--- src/rtl/regfile_pkg.sv ---
// Shared constants and types for the register-file access arbiter.
package regfile_pkg;

    localparam int unsigned DATA_W = 8;
    localparam int unsigned ADDR_W = 3;

    typedef enum logic [1:0] {
        StIdle   = 2'd0,
        StAccess = 2'd1,
        StDone   = 2'd2
    } arbState_t;

    typedef struct packed {
        logic              we;
        logic [ADDR_W-1:0] addr;
        logic [DATA_W-1:0] wdata;
    } reqBundle_t;

endpackage

--- src/rtl/regfile_arb_pick.sv ---
// Two-way winner select; REGFILE_ARB_RR_EN selects round-robin ties, otherwise port 0 wins ties.
module regfile_arb_pick (
    input  logic req0,
    input  logic req1,
    input  logic lastWinner,
    output logic grant
);

    // grant: 0 = port 0, 1 = port 1; only meaningful when req0 | req1
    always_comb begin
        grant = 1'b0;
        if (req0 && req1) begin
`ifdef REGFILE_ARB_RR_EN
            grant = ~lastWinner;
`else
            grant = 1'b0;
`endif
        end else begin
            grant = req1;
        end
    end

`ifndef REGFILE_ARB_RR_EN
    logic unusedLastWinner;
    assign unusedLastWinner = lastWinner;
`endif

endmodule

--- src/rtl/regfile_arbiter.sv ---
// Serialises two requesters onto the register file's write port and read mux.
// Define REGFILE_ARB_RR_EN for round-robin ties; default is fixed priority to port 0.
module regfile_arbiter #(
    parameter int unsigned DATA_W = 8,
    parameter int unsigned ADDR_W = 3
) (
    input  logic              clk,
    input  logic              rst_n,
    input  logic              req0,
    input  logic              we0,
    input  logic [ADDR_W-1:0] addr0,
    input  logic [DATA_W-1:0] wdata0,
    input  logic              req1,
    input  logic              we1,
    input  logic [ADDR_W-1:0] addr1,
    input  logic [DATA_W-1:0] wdata1,
    output logic              ack0,
    output logic [DATA_W-1:0] rdata0,
    output logic              ack1,
    output logic [DATA_W-1:0] rdata1,
    output logic              busy,
    output logic [ADDR_W-1:0] rf_sel,
    output logic              rf_we,
    output logic [ADDR_W-1:0] rf_waddr,
    output logic [DATA_W-1:0] rf_wdata,
    input  logic [DATA_W-1:0] rf_dout
);
    import regfile_pkg::*;

    arbState_t  state;
    reqBundle_t chosen;
    logic       pick;
    logic       winner;
    logic       lastWinner;
    logic       anyReq;

    assign anyReq = req0 | req1;

    regfile_arb_pick uPick (
        .req0       (req0),
        .req1       (req1),
        .lastWinner (lastWinner),
        .grant      (pick)
    );

    always_comb begin
        chosen = pick ? '{we: we1, addr: addr1, wdata: wdata1}
                      : '{we: we0, addr: addr0, wdata: wdata0};
    end

`ifndef REGFILE_ARB_RR_EN
    assign lastWinner = 1'b1;
`endif

    always_ff @(posedge clk or negedge rst_n) begin
        if (!rst_n) begin
            state    <= StIdle;
            winner   <= 1'b0;
            ack0     <= 1'b0;
            ack1     <= 1'b0;
            rdata0   <= '0;
            rdata1   <= '0;
            busy     <= 1'b0;
            rf_we    <= 1'b0;
            rf_sel   <= '0;
            rf_waddr <= '0;
            rf_wdata <= '0;
`ifdef REGFILE_ARB_RR_EN
            lastWinner <= 1'b1;
`endif
        end else begin
            ack0 <= 1'b0;
            ack1 <= 1'b0;
            unique case (state)
                StIdle: begin
                    if (anyReq) begin
                        winner   <= pick;
                        rf_sel   <= chosen.addr;
                        rf_waddr <= chosen.addr;
                        rf_wdata <= chosen.wdata;
                        rf_we    <= chosen.we;
                        busy     <= 1'b1;
                        state    <= StAccess;
`ifdef REGFILE_ARB_RR_EN
                        lastWinner <= pick;
`endif
                    end
                end
                StAccess: begin
                    // rf_we still reflects the latched direction on this edge
                    if (!rf_we) begin
                        if (winner) rdata1 <= rf_dout;
                        else        rdata0 <= rf_dout;
                    end
                    rf_we <= 1'b0;
                    ack0  <= ~winner;
                    ack1  <= winner;
                    state <= StDone;
                end
                StDone: begin
                    busy  <= 1'b0;
                    state <= StIdle;
                end
                default: begin
                    busy  <= 1'b0;
                    rf_we <= 1'b0;
                    state <= StIdle;
                end
            endcase
        end
    end

endmodule

--- config.mk ---
export PLATFORM = sky130hd
export DESIGN_NAME = regfile_arbiter
export DESIGN_NICKNAME = d
export VERILOG_FILES = /design/src/rtl/regfile_pkg.sv /design/src/rtl/regfile_arb_pick.sv /design/src/rtl/regfile_arbiter.sv
export SDC_FILE = /design/constraint.sdc
export NUM_CORES = 1
export LEC_CHECK = 0
export ABC_AREA = 0
export CORE_UTILIZATION = 37
export DETAILED_ROUTE_END_ITERATION = 8
export PLACE_DENSITY = 0.76
export SYNTH_ARGS = -nofsm -noshare
export SYNTH_HDL_FRONTEND = slang
export SYNTH_SLANG_ARGS = --single-unit
--- constraint.sdc ---
create_clock -name clk -period 1.5 [get_ports clk]
set_input_delay 0.225 -clock clk [delete_from_list [all_inputs] [get_ports clk]]
set_output_delay 0.225 -clock clk [all_outputs]
set_load 0.005 [all_outputs]
==> summary.txt, run 1 <==
Starting Density: 38.5%
DRC viols: 0
Slew @ Worst Pin: 422 ps
Vias/cell: 4.65
Via count: 1055
Syn nets: 134
Netlist Area Pre-Place: 1540 sq um
Clk root buf: clkbuf_8
Final Skew: 7.02 ps
Register area share after synthesis: 55.2%
Gr ovfl total: 0
Fraction of layout cells with a size suffix above 1: 33.3%
WP buf/inv: 1
Max-slew headroom: 71.9%
Worst ir drop on vdd: 0.856 mV
Post-Synth Simple-Gate Area: 5.20%
Global-route wire length before repair: 5380 microns
Post-route ant nets: 0
DRT Wirelength: 3300 microns
Setup violations, final: 0
Fin util: 60.5%
Adder-Cell Fraction of Synth Area: 0%
Area growth syn-to-layout: 57.1%
Clock insertion delay at the later pin of the skew report: 280 ps
Die Ht: 66.5 microns
CP max stage cell: clkdlybuf4s50_1
Status: complete, no violations
Critical path class: flip-flop to output port
Max-cap violations: 0
Pins Over Slew Limit: 0
Global-route total usage across every layer: 16.8%
Number of diodes: 0
Syn Area/Cell: 15.7 sq um
Most frequent cells in the layout: clkdlybuf4s50_1, dfrtp_1, mux2_2
Die area: 4420 sq um
RSZ-0062 raised after global routing: false
Compound-Gate Fraction of Synth Area: 3.01%
Unique masters post-synth: 15
Core box area: 4000 sq um
Critical R2R Capture: rf_wdata[1]
Worst reg2reg path depth: 4
Layout fillers: 309
Critical Path Max Stage Delay: 530 ps
CP Capture Type: output port
H-tree lvl count: 2
Port Buffers: 69
Post-Synthesis Cells: 98
Routed length per placed instance: 14.5 microns
M2 GR Usage: 29.7%
Die Wd: 66.5 microns
Vias in the first global route: 1126
FF-to-FF setup slack: 100 ps
Yosys reg bits: 34
Fmax achieved: 707 MHz
CP startpoint kind: flip-flop
Post-synthesis mux area share: 32.2%
Largest net degree at the start of global routing: 35
Busiest grt layer: met2
DRT Pass-1 Iters: 4
TritonCTS clock tree: done
I/O Pins: 70
Lkg Pwr: 0.00105 uW
Tcrit/Tclk final: 94.3%
Layout Nets: 212
Gpl congestion: 0.790
Pwr per Cell Area: 1950 nW/um^2
Hold_buf cts: 0
Crit Reg-Reg Startpoint: state[1]
CTS Sinks: 34
Met1 Usage GRT: 18.8%
Iteration-0 DRC Markers: 24
Worst EP required: 1270 ps
XOR/XNOR Fraction of Synth Area: 0%
Clock-pin slew on the worst setup and hold paths: 70 ps
Total CTS buffers: 5
Top delay family on crit path: buffers and inverters
Ys Warns: 0
Fin. Hold Viols: 0
Max FO, Critical Path: 3
Initial antenna violation count: 0
GR Layer Usage met3: 6.51%
Min Hold Slack: 356 ps
Crit-path cells: clkdlybuf4s50_1
Final Critical Period: 1410 ps
HPWL after DPL: 2500 microns
Max clock buf depth: 2
HP Class: input port to async pin
CP arrival: 1190 ps
Most common cell after layout, fill and taps aside: clkdlybuf4s50_1
Largest family of logic cells by synthesized area: multiplexers
Placement Rows: 23
==> timing repair <==
item / in CTS / in global routing
gates resized for setup: 0 / 1
pin swaps: 0 / 0
endpoints found under the setup margin: 1 / 4
setup buffers: 1 / 0
==> where the power goes <==
part	leakage, uW	internal, uW	total [uW]	switching (uW)
Combinational	0.000600	1660	2350	691
Sequential	0.000406	1380	1690	303
Clock	0.0000472	368	682	314
Total	0.00105	3410	4720	1310
==> synth_stat cells (all sizes together) <==
| master | number | share of area [%] |
|---|---|---|
| a21o | 1 | 0.49 |
| a21oi | 3 | 0.97 |
| a221oi | 1 | 0.57 |
| and2 | 1 | 0.57 |
| and3b | 1 | 0.57 |
| buf | 6 | 3.7 |
| dfrtp | 34 | 55 |
| inv | 3 | 0.73 |
| mux2 | 38 | 32 |
| nand2b | 2 | 1.8 |
| nor2 | 5 | 1.2 |
| nor3 | 1 | 1.1 |
| o21a | 2 | 0.97 |
==> through the flow <==
stage	power [uW]	instance area [sq um]	worst slack [ps]	TNS (ps)	std cells
floorplan	2760	1540	86.5	0	98
global placement	3940	2310	-158	-1620	218
detailed placement	4040	2310	-200	-1980	218
CTS	4770	2420	54.7	0	227
global route	5040	2420	27.0	0	227
finish	4720	2420	85.1	0	227
==> per-layer routing <==
metal	part of all wire, %	vias up
li1	-	496
met3	7.7	5
met5	0	-
met2	51	56
met4	0.52	0
met1	41	498
==> area by class of cell <==
class                   instances  area, sq um  share of cell area, %
clock buffers                   6         82.6                   3.41
repair buffers                 77          776                   32.1
flip-flops and latches         34          851                   35.2
inverters                       3         11.3                  0.465
clock inverters                 2         12.5                  0.517
multi-input cells              55          624                   25.8
well taps                      50         62.6                   2.59
==> state kept, by name (all words and copies together) (netlist names), 2 cells and up <==
| name | count |
|---|---|
| rdata0 | 8 |
| rdata1 | 8 |
| rf_waddr | 3 |
| rf_wdata | 8 |
| state | 2 |
==> kinds of logic after synthesis <==
kind of cell	count (synthesis)
simple gates	10
mux	38
compound gates	7
buf+inv	9
flops	34
==> worst max path at each step <==
stage | start | to | slack (ps) | cells after the start
detailed placement | req0 | rf_wdata[5] | -200 | 4
finish | rf_waddr[0] | rf_waddr[0] | 90 | 1
global placement | req0 | rf_waddr[0] | -160 | 4
CTS | state[1] | rf_wdata[1] | 50 | 4
floorplan | state[1] | rf_wdata[1] | 90 | 4
global route | state[1] | rf_wdata[1] | 30 | 4
Power figures use the tool's default switching activity.
==> run 2: changes to the inputs <==
Settings changed: ABC_AREA 0 to 1.
==> summary.txt, run 2 <==
Worst ir drop on vdd: 1.03 mV
Multi-input logic area: 527 sq um
WP buf/inv: 1
Most common cell after layout, fill and taps aside: nand2_1
Critical path class: flip-flop to output port
Final Skew: 5.51 ps
Max clock buf depth: 2
Critical Path Max Stage Delay: 520 ps
Switching share of power: 32.5%
Routed length on met1: 1530 microns
Max-slew headroom: 76.7%
Unique masters post-synth: 16
Layout fillers: 342
Initial antenna violation count: 0
Met2 WL post-DR: 1730 microns
Number of diodes: 0
Syn nets: 215
PnR worst setup slack: 57.0 ps
DRT Wirelength: 3480 microns
Largest regs: rdata0 x8, rdata1 x8, rf_wdata x8
Yosys reg bits: 34
Met3 WL: 171 microns
Clk root buf: clkbuf_8
DRC viols: 0
Leading post-synthesis cells by cell area: dfrtp_1, nand2_1, o21ai_1
CP arrival: 1220 ps
Pwr per Cell Area: 1800 nW/um^2
Die Wd: 65.9 microns
DRT Pass-1 Iters: 4
Total CTS buffers: 5
CTS Sinks: 34
Final Critical Period: 1440 ps
Routed length per placed instance: 11.6 microns
Min Hold Slack: 387 ps
Pre-CTS WS: -10.7 ps
Status: complete, no violations
Tcrit/Tclk final: 96.2%
Global-route total usage across every layer: 18.1%
Most frequent cells in the layout: nand2_1, clkdlybuf4s50_1, dfrtp_1
Register area share after synthesis: 56.4%
Slew @ Worst Pin: 350 ps
Post-CTS setup buffers: 0
Largest area contributor in the netlist: dfrtp_1
Worst EP required: 1270 ps
Fmax achieved: 693 MHz
RSZ-0062 raised after global routing: false
Iteration-0 DRC Markers: 94
Die area: 4340 sq um
Ys async rst share: 100%
Post-route ant nets: 0
Port Buffers: 69
Starting Density: 39.7%
HPWL after DPL: 2600 microns
Most common cell in the netlist: nand2_1
Vias/cell: 4.59
Top delay family on crit path: buffers and inverters
Post-Synthesis Cells: 179
Netlist Area Pre-Place: 1510 sq um
Global-route wire length before repair: 5890 microns
Max FO, Critical Path: 4
Layout Nets: 287
Syn Area/Cell: 8.43 sq um
Core box area: 3800 sq um
Combinational cell fraction of total power: 44.7%
Vias in the first global route: 1344
CP Capture Type: output port
Gpl congestion: 0.767
Ys Warns: 0
Switching power total: 1360 uW
Largest net degree at the start of global routing: 20
Top cell type's share of synthesized area: 56.4%
Area growth syn-to-layout: 53.6%
I/O Pins: 70
Pins Over Slew Limit: 0
Fin. Hold Viols: 0
Crit-path cells: clkdlybuf4s50_1
Post-synth EDFFs: 0
CP startpoint kind: flip-flop
Placement Rows: 22
Dominant synthesized flop cell: dfrtp_1
Sequential power share: 38.7%
Via count: 1376
TritonCTS clock tree: done
Post-synth top cells: nand2_1, dfrtp_1, o21ai_1, inv_1, nand3_1
Gr ovfl total: 0
Clock share of power: 16.6%
Max-cap violations: 0
HP Class: input port to async pin
Power Internal: 2810 uW
Clock-pin slew on the worst setup and hold paths: 70 ps
DR top layer: met4
H-tree lvl count: 2
CP max stage cell: clkdlybuf4s50_1
Die Ht: 65.9 microns
Setup violations, final: 0
Storage cell area: 851 sq um
Fraction of layout cells with a size suffix above 1: 8.73%
Lkg Pwr: 0.00114 uW
Clock insertion delay at the later pin of the skew report: 290 ps
==> run 2: repair_timing <==
item                                    4_1_cts  5_1_grt
endpoints found under the setup margin        0        0
hold endpoints to repair                     15        0
hold buffers                                  1        0
gates resized for setup                       0        0
==> run 2: layout make-up <==
class	count	area share, %
Sequential cell	34	36.7
Clock buffer	6	3.56
Clock inverter	2	0.540
Tap cell	48	2.59
Multi-Input combinational cell	121	22.7
Inverter	14	2.27
Timing Repair Buffer	75	31.6
==> run 2: kinds of logic (layout without fill, tap and decap cells) <==
kind of cell | count (synthesis) | in the layout | share of synthesized area [%]
AOI/OAI and AO/OA | 19 | 19 | 6.55
buffers and inverters | 24 | 97 | 8.71
DFF | 34 | 34 | 56.4
and+or+nand+nor | 102 | 102 | 28.4
==> run 2: path summary, 6_finish.rpt <==
kind                                  start  depth (start not counted)  slack (ps)           to
worst min register to register  rf_wdata[6]                          2         480  rf_wdata[6]
min in group clk                rf_wdata[6]                          2         480  rf_wdata[6]
worst min-delay path                  rst_n                          2         390         ack1
worst max register to register     state[1]                          5         370        rf_we
max in group asynchronous             rst_n                          3         540    rdata0[6]
worst max-delay path                  rf_we                          1          60        rf_we
==> run 2: power groups by stage <==
stage	clock [uW]	sequential (uW)	combinational [uW]
5_1_grt	755	1670	2080
2_1_floorplan	0	1630	793
3_3_place_gp	0	1610	1850
6_report	692	1610	1860
3_5_place_dp	0	1630	1880
4_1_cts	711	1620	1890
==> run 2: per-stage QoR <==
step	instance area [sq um]	power [uW]	utilization, %	setup TNS [ps]	std cells
final	2320	4170	61.0	0	300
after global routing	2320	4500	61.0	0	300
after CTS	2320	4220	61.0	0	300
after detailed placement	2210	3510	58.3	-10.7	291
after global placement	2210	3470	58.3	0	291
after floorplan	1510	2430	-	0	179
==> run 2: layer usage <==
metal  up-vias  global-route usage (%)
li1        695                       -
met1       632                    22.1
met2        43                    29.5
met3         6                    4.31
met4         0                    9.24
met5         -                       0
==> run 2: worst register-to-register path: stages, from the launching register on <==
cell and delay [ps]:
dfrtp_1 420, inv_1 110, nand2_1 100, nor2_4 260, nand3_1 110, nand2_1 80
